<file path="src/rtl/branch_sequencer_if.sv">
// Branch sequencer bus: request/handshake toward the sequencer and the
// resulting PC and status back to the fetch side.
interface branch_sequencer_if #(
    parameter int PC_W  = 8,
    parameter int DEPTH = 4
);
    localparam int SP_W = $clog2(DEPTH) + 1;

    logic            br_req;
    logic            br_ready;
    logic [2:0]      br_op;
    logic [PC_W-1:0] br_target;
    logic [7:0]      cmp_y;
    logic            err_clr;
    logic [PC_W-1:0] pc;
    logic            br_done;
    logic            br_taken;
    logic            stk_err;
    logic [SP_W-1:0] sp;

    // Requesting side (compare stage / control)
    modport master (
        output br_req, br_op, br_target, cmp_y, err_clr,
        input  br_ready, pc, br_done, br_taken, stk_err, sp
    );

    // Sequencer side
    modport slave (
        input  br_req, br_op, br_target, cmp_y, err_clr,
        output br_ready, pc, br_done, br_taken, stk_err, sp
    );
endinterface

</file>
<file path="src/rtl/branch_sequencer.sv">
// Program-counter sequencer fed by the 8-bit compare stage.
// Resolves INC/JMP/BRT/BRF/CALL/RET through IDLE -> EVAL -> UPDATE.
// Optional feature macro: BR_STACK_EN enables the return stack and CALL/RET;
// without it sp reads 0 and CALL/RET are handled as illegal opcodes.
module branch_sequencer #(
    parameter int PC_W  = 8,
    parameter int DEPTH = 4
) (
    input  logic               clk,
    input  logic               rst_n,
    branch_sequencer_if.slave  bus
);
    localparam int SP_W = $clog2(DEPTH) + 1;

    localparam logic [2:0] OP_INC  = 3'b000;
    localparam logic [2:0] OP_JMP  = 3'b001;
    localparam logic [2:0] OP_BRT  = 3'b010;
    localparam logic [2:0] OP_BRF  = 3'b011;
`ifdef BR_STACK_EN
    localparam logic [2:0] OP_CALL = 3'b100;
    localparam logic [2:0] OP_RET  = 3'b101;
    localparam int         IX_W    = $clog2(DEPTH);
`endif

    typedef enum logic [1:0] {
        S_IDLE   = 2'd0,
        S_EVAL   = 2'd1,
        S_UPDATE = 2'd2
    } state_t;

    state_t          r_state;
    state_t          w_state_nxt;
    logic            w_ready;
    logic            w_accept;

    // Request captured at acceptance
    logic [2:0]      r_op_p0;
    logic [PC_W-1:0] r_target_p0;
    logic [7:0]      r_cmp_p0;

    // Decision registered in EVAL, applied in UPDATE
    logic [PC_W-1:0] r_npc_p1;
    logic            r_taken_p1;
    logic            r_err_p1;
    logic            r_push_p1;
    logic            r_pop_p1;

    // Combinational decision
    logic [PC_W-1:0] w_seq;
    logic            w_cond;
    logic [PC_W-1:0] w_npc;
    logic            w_taken;
    logic            w_err;
    logic            w_push;
    logic            w_pop;

    // Architectural state
    logic [PC_W-1:0] r_pc;
    logic            r_done;
    logic            r_taken;
    logic            r_err;
    logic [SP_W-1:0] r_sp;

`ifdef BR_STACK_EN
    logic [PC_W-1:0] r_stack [DEPTH];
    logic [SP_W-1:0] w_sp_dec;
`endif

    // State register; reset drops any in-flight operation
    always_ff @(posedge clk) begin
        if (!rst_n) r_state <= S_IDLE;
        else        r_state <= w_state_nxt;
    end

    // Next-state and handshake decode
    always_comb begin
        w_state_nxt = r_state;
        w_ready     = 1'b0;
        unique case (r_state)
            S_IDLE: begin
                w_ready = 1'b1;
                if (bus.br_req) w_state_nxt = S_EVAL;
            end
            S_EVAL:   w_state_nxt = S_UPDATE;
            S_UPDATE: w_state_nxt = S_IDLE;
            default:  w_state_nxt = S_IDLE;
        endcase
    end

    assign w_accept = bus.br_req & w_ready;

    // ---- stage p0: capture request operands at acceptance ----
    // Operands are sampled only here; later changes on the bus are ignored
    always_ff @(posedge clk) begin
        if (w_accept) begin
            r_op_p0     <= bus.br_op;
            r_target_p0 <= bus.br_target;
            r_cmp_p0    <= bus.cmp_y;
        end
    end

    assign w_seq  = r_pc + PC_W'(1);
    assign w_cond = |r_cmp_p0;
`ifdef BR_STACK_EN
    assign w_sp_dec = r_sp - SP_W'(1);
`endif

    // Branch resolution from captured operands and current pc/sp
    always_comb begin
        w_npc   = w_seq;
        w_taken = 1'b0;
        w_err   = 1'b0;
        w_push  = 1'b0;
        w_pop   = 1'b0;
        case (r_op_p0)
            OP_INC: ;
            OP_JMP: begin
                w_npc   = r_target_p0;
                w_taken = 1'b1;
            end
            OP_BRT: begin
                if (w_cond) begin
                    w_npc   = r_target_p0;
                    w_taken = 1'b1;
                end
            end
            OP_BRF: begin
                if (!w_cond) begin
                    w_npc   = r_target_p0;
                    w_taken = 1'b1;
                end
            end
`ifdef BR_STACK_EN
            OP_CALL: begin
                if (r_sp != SP_W'(DEPTH)) begin
                    w_npc   = r_target_p0;
                    w_taken = 1'b1;
                    w_push  = 1'b1;
                end else begin
                    w_err   = 1'b1;
                end
            end
            OP_RET: begin
                if (r_sp != '0) begin
                    w_npc   = r_stack[w_sp_dec[IX_W-1:0]];
                    w_taken = 1'b1;
                    w_pop   = 1'b1;
                end else begin
                    w_err   = 1'b1;
                end
            end
`endif
            default: w_err = 1'b1;
        endcase
    end

    // ---- stage p1: register the EVAL decision ----
    always_ff @(posedge clk) begin
        if (r_state == S_EVAL) begin
            r_npc_p1   <= w_npc;
            r_taken_p1 <= w_taken;
            r_err_p1   <= w_err;
            r_push_p1  <= w_push;
            r_pop_p1   <= w_pop;
        end
    end

    // ---- UPDATE: commit pc, done pulse, taken flag, sticky error ----
    always_ff @(posedge clk) begin
        if (!rst_n) begin
            r_pc    <= '0;
            r_done  <= 1'b0;
            r_taken <= 1'b0;
            r_err   <= 1'b0;
        end else begin
            r_done <= (r_state == S_UPDATE);
            if (r_state == S_UPDATE) begin
                r_pc    <= r_npc_p1;
                r_taken <= r_taken_p1;
            end
            if ((r_state == S_UPDATE) && r_err_p1) r_err <= 1'b1;
            else if (bus.err_clr)                  r_err <= 1'b0;
        end
    end

`ifdef BR_STACK_EN
    // Stack pointer moves at the UPDATE edge only
    always_ff @(posedge clk) begin
        if (!rst_n) begin
            r_sp <= '0;
        end else if (r_state == S_UPDATE) begin
            if (r_push_p1)     r_sp <= r_sp + SP_W'(1);
            else if (r_pop_p1) r_sp <= w_sp_dec;
        end
    end

    // Return-address storage; pc is still the caller's pc here so seq is the return point
    always_ff @(posedge clk) begin
        if ((r_state == S_UPDATE) && r_push_p1) begin
            r_stack[r_sp[IX_W-1:0]] <= w_seq;
        end
    end
`else
    assign r_sp = SP_W'(0);
`endif

    assign bus.br_ready = w_ready;
    assign bus.pc       = r_pc;
    assign bus.br_done  = r_done;
    assign bus.br_taken = r_taken;
    assign bus.stk_err  = r_err;
    assign bus.sp       = r_sp;

endmodule

</file>
<file path="src/flat_wrapper.sv">
// flat-port wrapper written by rule: the top's interface ports become plain ports
module branch_sequencer_flat 
#(
    parameter int PC_W  = 8,
    parameter int DEPTH = 4
)
  (clk, rst_n, bus_br_req, bus_br_op, bus_br_target, bus_cmp_y, bus_err_clr, bus_br_ready, bus_pc, bus_br_done, bus_br_taken, bus_stk_err, bus_sp);
  branch_sequencer_if #(.PC_W(PC_W), .DEPTH(DEPTH)) bus_i ();
  input  logic clk;
  input  logic rst_n;
  input wire logic [$bits(bus_i.br_req)-1:0] bus_br_req;
  input wire logic [$bits(bus_i.br_op)-1:0] bus_br_op;
  input wire logic [$bits(bus_i.br_target)-1:0] bus_br_target;
  input wire logic [$bits(bus_i.cmp_y)-1:0] bus_cmp_y;
  input wire logic [$bits(bus_i.err_clr)-1:0] bus_err_clr;
  output wire logic [$bits(bus_i.br_ready)-1:0] bus_br_ready;
  output wire logic [$bits(bus_i.pc)-1:0] bus_pc;
  output wire logic [$bits(bus_i.br_done)-1:0] bus_br_done;
  output wire logic [$bits(bus_i.br_taken)-1:0] bus_br_taken;
  output wire logic [$bits(bus_i.stk_err)-1:0] bus_stk_err;
  output wire logic [$bits(bus_i.sp)-1:0] bus_sp;
  assign bus_i.br_req = bus_br_req;
  assign bus_i.br_op = bus_br_op;
  assign bus_i.br_target = bus_br_target;
  assign bus_i.cmp_y = bus_cmp_y;
  assign bus_i.err_clr = bus_err_clr;
  assign bus_br_ready = bus_i.br_ready;
  assign bus_pc = bus_i.pc;
  assign bus_br_done = bus_i.br_done;
  assign bus_br_taken = bus_i.br_taken;
  assign bus_stk_err = bus_i.stk_err;
  assign bus_sp = bus_i.sp;
  branch_sequencer #(.PC_W(PC_W), .DEPTH(DEPTH)) u_core (.clk(clk), .rst_n(rst_n), .bus(bus_i));
endmodule
</file>
<file path="config.mk">
export PLATFORM = sky130hd
export DESIGN_NAME = branch_sequencer_flat
export DESIGN_NICKNAME = d
export VERILOG_FILES = /design/src/rtl/branch_sequencer_if.sv /design/src/rtl/branch_sequencer.sv /design/src/flat_wrapper.sv
export SDC_FILE = /design/constraint.sdc
export NUM_CORES = 1
export LEC_CHECK = 0
export CORE_MARGIN = 2
export CORE_UTILIZATION = 52
export DETAILED_ROUTE_END_ITERATION = 10
export PLACE_DENSITY = 0.89
export SKIP_LAST_GASP = 1
export SLEW_MARGIN = 20
export SYNTH_ARGS = -nofsm -noshare
export SYNTH_HDL_FRONTEND = slang
export SYNTH_SLANG_ARGS = --single-unit
</file>
<file path="constraint.sdc">
create_clock -name clk -period 4.02 [get_ports clk]
set_input_delay 0.804 -clock clk [delete_from_list [all_inputs] [get_ports clk]]
set_output_delay 0.804 -clock clk [all_outputs]
set_load 0.02 [all_outputs]
</file>
==> metrics.txt, run 1 <==
CP delay by family, top buffers and inverters; outcome finished clean; Mapped Area about 1700 µm²; Critical Path Sink Type primary output; Detailed Routing Iterations Pass 1 4; CP arrival between 1.5 and 2 ns; cell taking the most area after synthesis edfxtp_1; first-pass GRT wire length 4.57 mm; number of global-route vias before repair between 1,000 and 1,500; Slew HR a little over a third; asr flop ratio synth 0%; CP Launch Type flip-flop; DR vias around 1,000; Setup Skew approximately 0.010 ns; final hold vios 0; Post-CTS Setup Inserts 0; Total GRT Usage between 15 and 20%; Layout area overhead 26.7%; count of cell types in the netlist 23; Final Cycle Share a little under three fifths; Cell Pwr Density ~400 nW/µm²; yosys synthesis warning count 0; clk sink count 42; # hold bufs at CTS 0; post_cts resized 0; Buffers on Ports 34; CTS tree built; Synth area leaders edfxtp_1 52%, dfxtp_1 16%, nand2_1 5.9%; Multi-input gate area roughly 500 µm²; Die ar. about 3700 µm²; TritonCTS Buffers 5; initial antenna violation count 0; Fmax achieved 432 MHz; share of cells above drive strength 1 approximately 6.7%; drt initial violations 43; Synth Flop Type edfxtp_1; total grt overflow 0; wirelength, routed around 2.8 mm; RePlAce Congestion 0.757; Seq/Total Area, Yosys 68.1%; most frequent cells in the layout 34 x clkdlybuf4s50_1, 29 x edfxtp_1, 26 x nand2_1; worst path buffer plus inverter count 1; # setup viols final 0; Hold Path Class flip-flop to flip-flop; Worst-Skew Late Latency between 0.3 and 0.4 ns; drc violations 0; number of fill cells between 200 and 250; EDFF count, synth 29; RSZ-0062 raised after global routing false; clock root buffer clkbuf_4; H-tree depth 2; core area around 3100 µm²; Static Leak approximately 0.76 nW; antenna viol nets, final 0; DR WL/cell approximately 14 µm; nets around 190; slowest CP cell clkdlybuf4s50_1; syn avg cell area ~13 µm²; largest net degree at the start of global routing 20; CTS clk-pin slew, worst paths 0.12 ns; # IOs 38; Sequential Area roughly 1100 µm²; Tmin final approximately 2.3 ns; Crit Path Max Fanout 4; worst-path cell chain nor2_1 -> clkdlybuf4s50_1; share of the synthesized area in the top cell type between 50% and 60%; crit path kind flip-flop to primary output; HPWL Detailed 2.04 mm; Max VDD drop between 0.0002 and 0.00025 V; fin. max-slew vios 0; die span in y just over 60 µm; worst-margin pin slew around 0.96 ns; setup TNS 0 ns; Max Cap Viol 0; # diodes 0; post-synthesis cell count ~130; vias per cell 5.01; initial core utilization 54.4%; Data required, critical path between 3 and 4 ns; Final WS setup approximately 1.7 ns; r2r setup slk roughly 2.4 ns; most common cell after layout, fill and taps aside clkdlybuf4s50_1; Row Count 20; clk buf depth 2; CP max stage delay roughly 0.63 ns; pre-CTS WS around 1.7 ns; die width just over 60 µm; Seq cells post-synth 42
## metal layers
metal | GRT usage, % | up-vias | part of all wire (%)
met5 | 0 | - | 0
met4 | 6.21 | 0 | 1.4
met3 | 7.04 | 6 | 6.9
met2 | 31.8 | 38 | 54
met1 | 20.0 | 496 | 38
li1 | - | 508 | -
## metrics by stage
step	total power, mW	utilization [%]	std cells	hold slack, ns	cell area (µm²)
after floorplan	0.546	-	130	0.470	1670
after global placement	0.578	66.4	201	0.441	2030
after detailed placement	0.583	66.4	201	0.480	2030
after CTS	0.845	68.9	209	0.499	2100
after global routing	0.875	68.9	209	0.508	2100
final	0.834	68.9	209	0.491	2100
## area by class of cell
cell class                      instances  share of cell area [%]
Sequential cell                        42                    53.7
Timing Repair Buffer                   34                    16.2
Tap cell                               44                    2.62
Clock buffer                            5                    1.78
Multi-Input combinational cell         79                    23.3
Inverter                                2                   0.476
Clock inverter                          3                    1.90
## sequential cells by signal, indices dropped and copies added, names as in the netlist
register / flops
u_core.bus.pc: 8
u_core.r_target_p0: 8
u_core.bus.br_done: 1
u_core.bus.stk_err: 1
u_core.r_npc_p1: 8
u_core.r_err_p1: 1
u_core.bus.br_taken: 1
u_core.r_op_p0: 3
u_core.r_state: 2
u_core.r_taken_p1: 1
u_core.r_cmp_p0: 8
## worst paths after layout
check	from	end	cells after the start
hold / removal	u_core.bus.br_taken$_SDFFE_PN0P_	u_core.bus.br_taken$_SDFFE_PN0P_	2
setup reg to reg	u_core.r_cmp_p0[1]$_DFFE_PP_	u_core.r_npc_p1[0]$_DFFE_PN_	5
setup / recovery	u_core.r_state[1]$_SDFFE_PN0P_	bus_br_ready	2
hold reg to reg	u_core.bus.br_taken$_SDFFE_PN0P_	u_core.bus.br_taken$_SDFFE_PN0P_	2
## power breakdown
| group | switching (mW) | leakage (nW) | total [mW] | internal [mW] |
|---|---|---|---|---|
| clock | 0.133 | 0.0450 | 0.262 | 0.129 |
| sequential | 0.00987 | 0.382 | 0.497 | 0.487 |
| combinational | 0.0367 | 0.329 | 0.0753 | 0.0385 |
| total | 0.180 | 0.756 | 0.834 | 0.654 |
## synth_stat cells (4+ instances only)
| library cell | instances |
|---|---|
| a21boi_1 | 10 |
| clkbuf_1 | 4 |
| dfxtp_1 | 13 |
| edfxtp_1 | 29 |
| mux2i_1 | 8 |
| nand2_1 | 26 |
| nand3_1 | 5 |
| nor2_1 | 4 |
| nor2b_1 | 5 |
| xor2_1 | 5 |
## logic make-up (layout without fill, tap and decap cells)
family / after synthesis / in the layout / share of synthesized area, %
AOI/OAI and AO/OA: 11 / 11 / 4.82
xor gates and xnor gates: 6 / 6 / 3.16
adders and majority gates: 1 / 1 / 0.753
and+or+nand+nor: 49 / 49 / 13.9
DFF: 42 / 42 / 68.1
muxes: 9 / 9 / 6.17
other: 1 / 3 / 0.226
buffers and inverters: 9 / 44 / 2.86
## worst register-to-register path: cells and delay by family (launching register included)
family	cells	cell delay (ns)
flops	1	0.38
buf+inv	1	0.09
simple gates	1	0.28
compound gates	1	0.15
mux	2	0.52
Note: power is estimated with default switching activity, not from simulation.
==> run 2: changes to the inputs <==
--- a/config.mk
+++ b/config.mk
@@ -6,9 +6,9 @@
 export NUM_CORES = 1
 export LEC_CHECK = 0
 export CORE_MARGIN = 2
-export CORE_UTILIZATION = 52
+export CORE_UTILIZATION = 44
 export DETAILED_ROUTE_END_ITERATION = 10
-export PLACE_DENSITY = 0.89
+export PLACE_DENSITY = 0.81
 export SKIP_LAST_GASP = 1
 export SLEW_MARGIN = 20
 export SYNTH_ARGS = -nofsm -noshare
==> constraint.sdc (replaced) <==
create_clock -name clk -period 2.12 [get_ports clk]
set_input_delay 0.424 -clock clk [delete_from_list [all_inputs] [get_ports clk]]
set_output_delay 0.424 -clock clk [all_outputs]
set_load 0.02 [all_outputs]
==> run 2 against run 1 <==
Net effect:
- sequential power increased by 89%
- register-to-register slack got worse by 2.0 ns
- clock skew decreased by 0.0042 ns
- count of clock-buffer cells in the layout increased by 1
- largest cell class unchanged
==> metrics.txt, run 2 (synthesis gave the netlist of run 1 again) <==
Slew HR 54.3%; RSZ-0062 raised after global routing false; HPWL Detailed 2.09 mm; CP arrival ~1.4 ns; Row Count 22; Max VDD drop a little over 0.0005 V; worst reg2reg endpoint u_core.r_npc_p1[7]$_DFFE_PN_; Critical path destination bus_br_ready; Final Cycle Share 87.1%; CP delay by family, top buffers and inverters; Static Leak between 0.7 and 0.8 nW; number of global-route vias before repair approximately 1,000; TritonCTS Buffers 5; CP Launch Type flip-flop; nets 190; clk buf depth 2; die span in y 65.5 µm; worst path buffer plus inverter count 1; Layout area overhead 28.1%; setup TNS 0 ns; initial antenna violation count 0; fin. max-slew vios 0; clk sink count between 40 and 50; vias per cell ~4.8; slowest CP cell clkdlybuf4s50_1; WP depth 2; initial core utilization approximately 46%; die width 65.5 µm; Worst-Skew Late Latency 0.29 ns; outcome finished clean; Total GRT Usage around 15%; crit path kind flip-flop to primary output; worst-path cell chain nor2_1 -> clkdlybuf4s50_1; Fin Hold WS about 0.47 ns; Max Cap Viol 0; Die ar. ~4300 µm²; DR WL/cell about 13 µm; Data required, critical path roughly 1.7 ns; antenna viol nets, final 0; fin area 2130 µm²; Tmin final between 1.5 and 2 ns; first-pass GRT wire length roughly 4.6 mm; fin cells ~220; worst-margin pin slew around 0.68 ns; CP max stage delay ~0.63 ns; # diodes 0; drc violations 0; DR vias between 1,000 and 1,500; # IOs 38; most frequent cells in the layout 34 x clkdlybuf4s50_1, 29 x edfxtp_1, 26 x nand2_1; Detailed Routing Iterations Pass 1 4; H-tree depth 2; total grt overflow 0; wirelength, routed 2.80 mm; Fmax achieved roughly 540 MHz; Critical Path Sink Type primary output; CP Launch Point u_core.r_state[1]$_SDFFE_PN0P_; most common cell after layout, fill and taps aside clkdlybuf4s50_1; CTS tree built; Final Total Pwr roughly 1.6 mW; Buffers on Ports 34; post_cts resized 0; clock root buffer clkbuf_8; drt initial violations slightly below 80; worst reg2reg path depth 5; # hold bufs at CTS 0; dpl cell area 2050 µm²; share of cells above drive strength 1 under 10%; number of fill cells approximately 320; CTS clk-pin slew, worst paths about 0.080 ns; final hold vios 0; FF-to-FF Start u_core.r_cmp_p0[1]$_DFFE_PP_; # setup viols final 0; Hold Path Class flip-flop to flip-flop; core area about 3600 µm²; Setup Skew around 0.006 ns; Inst Count DP 207; largest net degree at the start of global routing 20; RePlAce Congestion 0.838; Cell Pwr Density between 700 and 800 nW/µm²; r2r setup slk 0.36 ns; Post-CTS Setup Inserts 0; Crit Path Max Fanout 4
run 2: cell types whose count changed in the layout (fill, tap and decap cells not counted), sizes merged:
| cell | previous run | this run |
|---|---|---|
| buf | 0 | 2 |
| clkbuf | 5 | 6 |
| bufinv | 1 | 0 |
run 2: final cells by class:
class                           count  area [µm²]  area share [%]
Clock buffer                        6        72.6            3.41
Sequential cell                    42        1130            53.1
Clock inverter                      2        8.76           0.412
Multi-Input combinational cell     79         490            23.0
Tap cell                           48        60.1            2.82
Inverter                            2        10.0           0.470
Timing Repair Buffer               36         355            16.7
run 2: worst min path at each step:
stage,startpoint,end,depth (start not counted)
floorplan,u_core.r_err_p1$_DFFE_PN_,u_core.bus.stk_err$_SDFFE_PN0P_,2
global placement,u_core.bus.br_taken$_SDFFE_PN0P_,u_core.bus.br_taken$_SDFFE_PN0P_,2
detailed placement,u_core.bus.br_taken$_SDFFE_PN0P_,u_core.bus.br_taken$_SDFFE_PN0P_,2
CTS,u_core.bus.br_taken$_SDFFE_PN0P_,u_core.bus.br_taken$_SDFFE_PN0P_,2
global route,u_core.bus.br_taken$_SDFFE_PN0P_,u_core.bus.br_taken$_SDFFE_PN0P_,2
finish,u_core.bus.br_taken$_SDFFE_PN0P_,u_core.bus.br_taken$_SDFFE_PN0P_,2
run 2: metrics by stage:
stage	util, %	setup slack, ns
after global placement	56.3	0.532
after floorplan	-	0.499
after global routing	58.6	0.203
final	58.6	0.273
after CTS	58.6	0.260
after detailed placement	56.3	0.354
run 2: tightest hold or removal path: stages, from the launching register on:
cell      delay, ns
dfxtp_1        0.32
nand2_1        0.05
a21boi_1       0.06
run 2: per-layer routing:
| layer | track usage (%) | wire length [µm] | vias to the layer above |
|---|---|---|---|
| li1 | - | - | 511 |
| met1 | 17.0 | 1170 | 482 |
| met2 | 25.3 | 1440 | 29 |
| met3 | 5.31 | 131 | 5 |
| met4 | 6.25 | 57 | 0 |
| met5 | 0 | 0 | - |
run 2: where the power goes:
group	total, mW	internal [mW]	leakage [nW]	switching [mW]
registers	0.941	0.923	0.382	0.0184
logic	0.144	0.0765	0.339	0.0680
clock network	0.480	0.226	0.0426	0.254
==> run 3: changes to the inputs <==
==> constraint.sdc (replaced) <==
create_clock -name clk -period 1.68 [get_ports clk]
set_input_delay 0.336 -clock clk [delete_from_list [all_inputs] [get_ports clk]]
set_output_delay 0.336 -clock clk [all_outputs]
set_load 0.02 [all_outputs]
==> run 3 against run 2 <==
Net effect:
- the run now ends with negative setup slack left
- routed wire length rose by 1.6%
- count of clock-buffer cells in the layout did not move
- cell count grew 1.4%
- hold slack got worse by 0.0024 ns
- critical path depth up 4
- core utilization grew 2.5 points
- total power rose by 35%
- via count increased by 3.2%
- register-to-register slack got worse by 0.36 ns
- clock power up 49%
==> metrics.txt, run 3 (synthesis gave the netlist of run 1 again) <==
outcome complete, but fails checks; failing checks negative setup slack; clk sink count 42; Max VDD drop slightly below 0.0007 V; Final WS setup -0.00491 ns; drt initial violations 69; slowest CP cell edfxtp_1; CTS tree built; Setup Skew between 0.006 and 0.007 ns; initial antenna violation count 0; clock root buffer clkbuf_8; Final Total Pwr approximately 2.1 mW; Fmax achieved between 500 and 600 MHz; drc violations 0; Static Leak 0.862 nW; HPWL Detailed 2.10 mm; nets 193; Crit Path Max Fanout 4; # IOs 38; RSZ-0062 raised after global routing true; Data required, critical path around 1.7 ns; Buffers on Ports 34; Final Cycle Share 100%; most common cell after layout, fill and taps aside edfxtp_1; Critical Path Sink Type flip-flop; Hold Path Class flip-flop to flip-flop; Total GRT Usage around 16%; first-pass GRT wire length 4.84 mm; DR vias between 1,000 and 1,500; # hold bufs at CTS 0; CP Launch Type flip-flop; Detailed Routing Iterations Pass 1 4; Worst-Skew Late Latency just under 0.3 ns; Layout area overhead 33.5%; number of global-route vias before repair approximately 1,000; TritonCTS Buffers 5; antenna viol nets, final 0; CP arrival approximately 1.7 ns; clk buf depth 2; crit path kind flip-flop to flip-flop; CTS clk-pin slew, worst paths roughly 0.080 ns; fin. max-slew vios 0; share of cells above drive strength 1 11.2%; Cell Pwr Density 951 nW/µm²; most frequent cells in the layout 29 x edfxtp_1, 26 x nand2_1, 26 x clkdlybuf4s50_1; RePlAce Congestion just over 0.8; worst-path cell chain nor4_4 -> a21boi_2 -> mux2i_4 -> buf_6 -> inv_8 -> mux2i_2; initial core utilization 45.7%; total grt overflow 0; Tmin final ~1.7 ns; die span in y 65.5 µm; Max Cap Viol 0; DR WL/cell around 13 µm; # setup viols final 1; final hold vios 0; pre-CTS WS -0.0833 ns; r2r setup slk -0.005 ns; vias per cell slightly below 5; Row Count 22; CP max stage delay roughly 0.44 ns; # diodes 0; wirelength, routed roughly 2.8 mm; largest net degree at the start of global routing 20; Die ar. around 4300 µm²; die width 65.5 µm; H-tree depth 2; core area 3630 µm²
[run 3: cell count changes in the layout (fill, tap and decap cells not counted), moves of 2 or more]
cell,before,now
buf_6,0,2
clkdlybuf4s50_1,34,26
dlygate4sd2_1,0,6
dlymetal6s2s_1,0,2
[run 3: layout make-up]
class | instances | area [µm²]
clock buffers | 6 | 93.8
clock inverters | 2 | 10.0
fillers | 287 | 1420
inverters | 2 | 15.0
multi-input cells | 79 | 513
flip-flops and latches | 42 | 1130
well taps | 48 | 60.1
repair buffers | 39 | 395
[run 3: path summary, 6_finish.rpt]
path,start,end,cells after the start
max,u_core.r_cmp_p0[2]$_DFFE_PP_,u_core.r_npc_p1[1]$_DFFE_PN_,6
min,u_core.bus.br_taken$_SDFFE_PN0P_,u_core.bus.br_taken$_SDFFE_PN0P_,2
max reg2reg,u_core.r_cmp_p0[2]$_DFFE_PP_,u_core.r_npc_p1[1]$_DFFE_PN_,6
min reg2reg,u_core.bus.br_taken$_SDFFE_PN0P_,u_core.bus.br_taken$_SDFFE_PN0P_,2
[run 3: per-stage QoR]
stage | setup TNS (ns) | area [µm²] | util, % | hold slack [ns] | std cells
after floorplan | 0 | 1670 | - | 0.435 | 130
after global placement | 0 | 2070 | 56.9 | 0.443 | 208
after detailed placement | -0.240 | 2070 | 56.9 | 0.464 | 208
after CTS | 0 | 2200 | 60.6 | 0.475 | 218
after global routing | -0.320 | 2220 | 61.1 | 0.494 | 218
final | -0.00491 | 2220 | 61.1 | 0.467 | 218
[run 3: per-layer routing]
metal / global-route usage, % / share of wire [%] / up-vias
met5: 0 / 0 / -
met4: 7.03 / 2.1 / 0
met3: 6.68 / 6.1 / 7
met2: 25.1 / 51 / 33
met1: 18.6 / 41 / 505
li1: - / - / 515
[run 3: power by group]
| part | total (mW) | switching [mW] | internal [mW] |
|---|---|---|---|
| Sequential | 1.19 | 0.0269 | 1.16 |
| Combinational | 0.202 | 0.0926 | 0.109 |
| Clock | 0.716 | 0.339 | 0.377 |
| Total | 2.11 | 0.458 | 1.65 |
[run 3: worst max-delay path, delay by kind of cell, from the launching register on]
| kind | cells | cell delay, ns |
|---|---|---|
| buffers and inverters | 2 | 0.19 |
| AOI/OAI and AO/OA | 1 | 0.12 |
| muxes | 2 | 0.35 |
| and+or+nand+nor | 1 | 0.35 |
| DFF | 1 | 0.44 |
[run 3: repair_timing]
item                       CTS  global route
resized for setup           10             6
setup endpoints to repair   12            10
pin swaps                    0             2
setup buffers                2             0
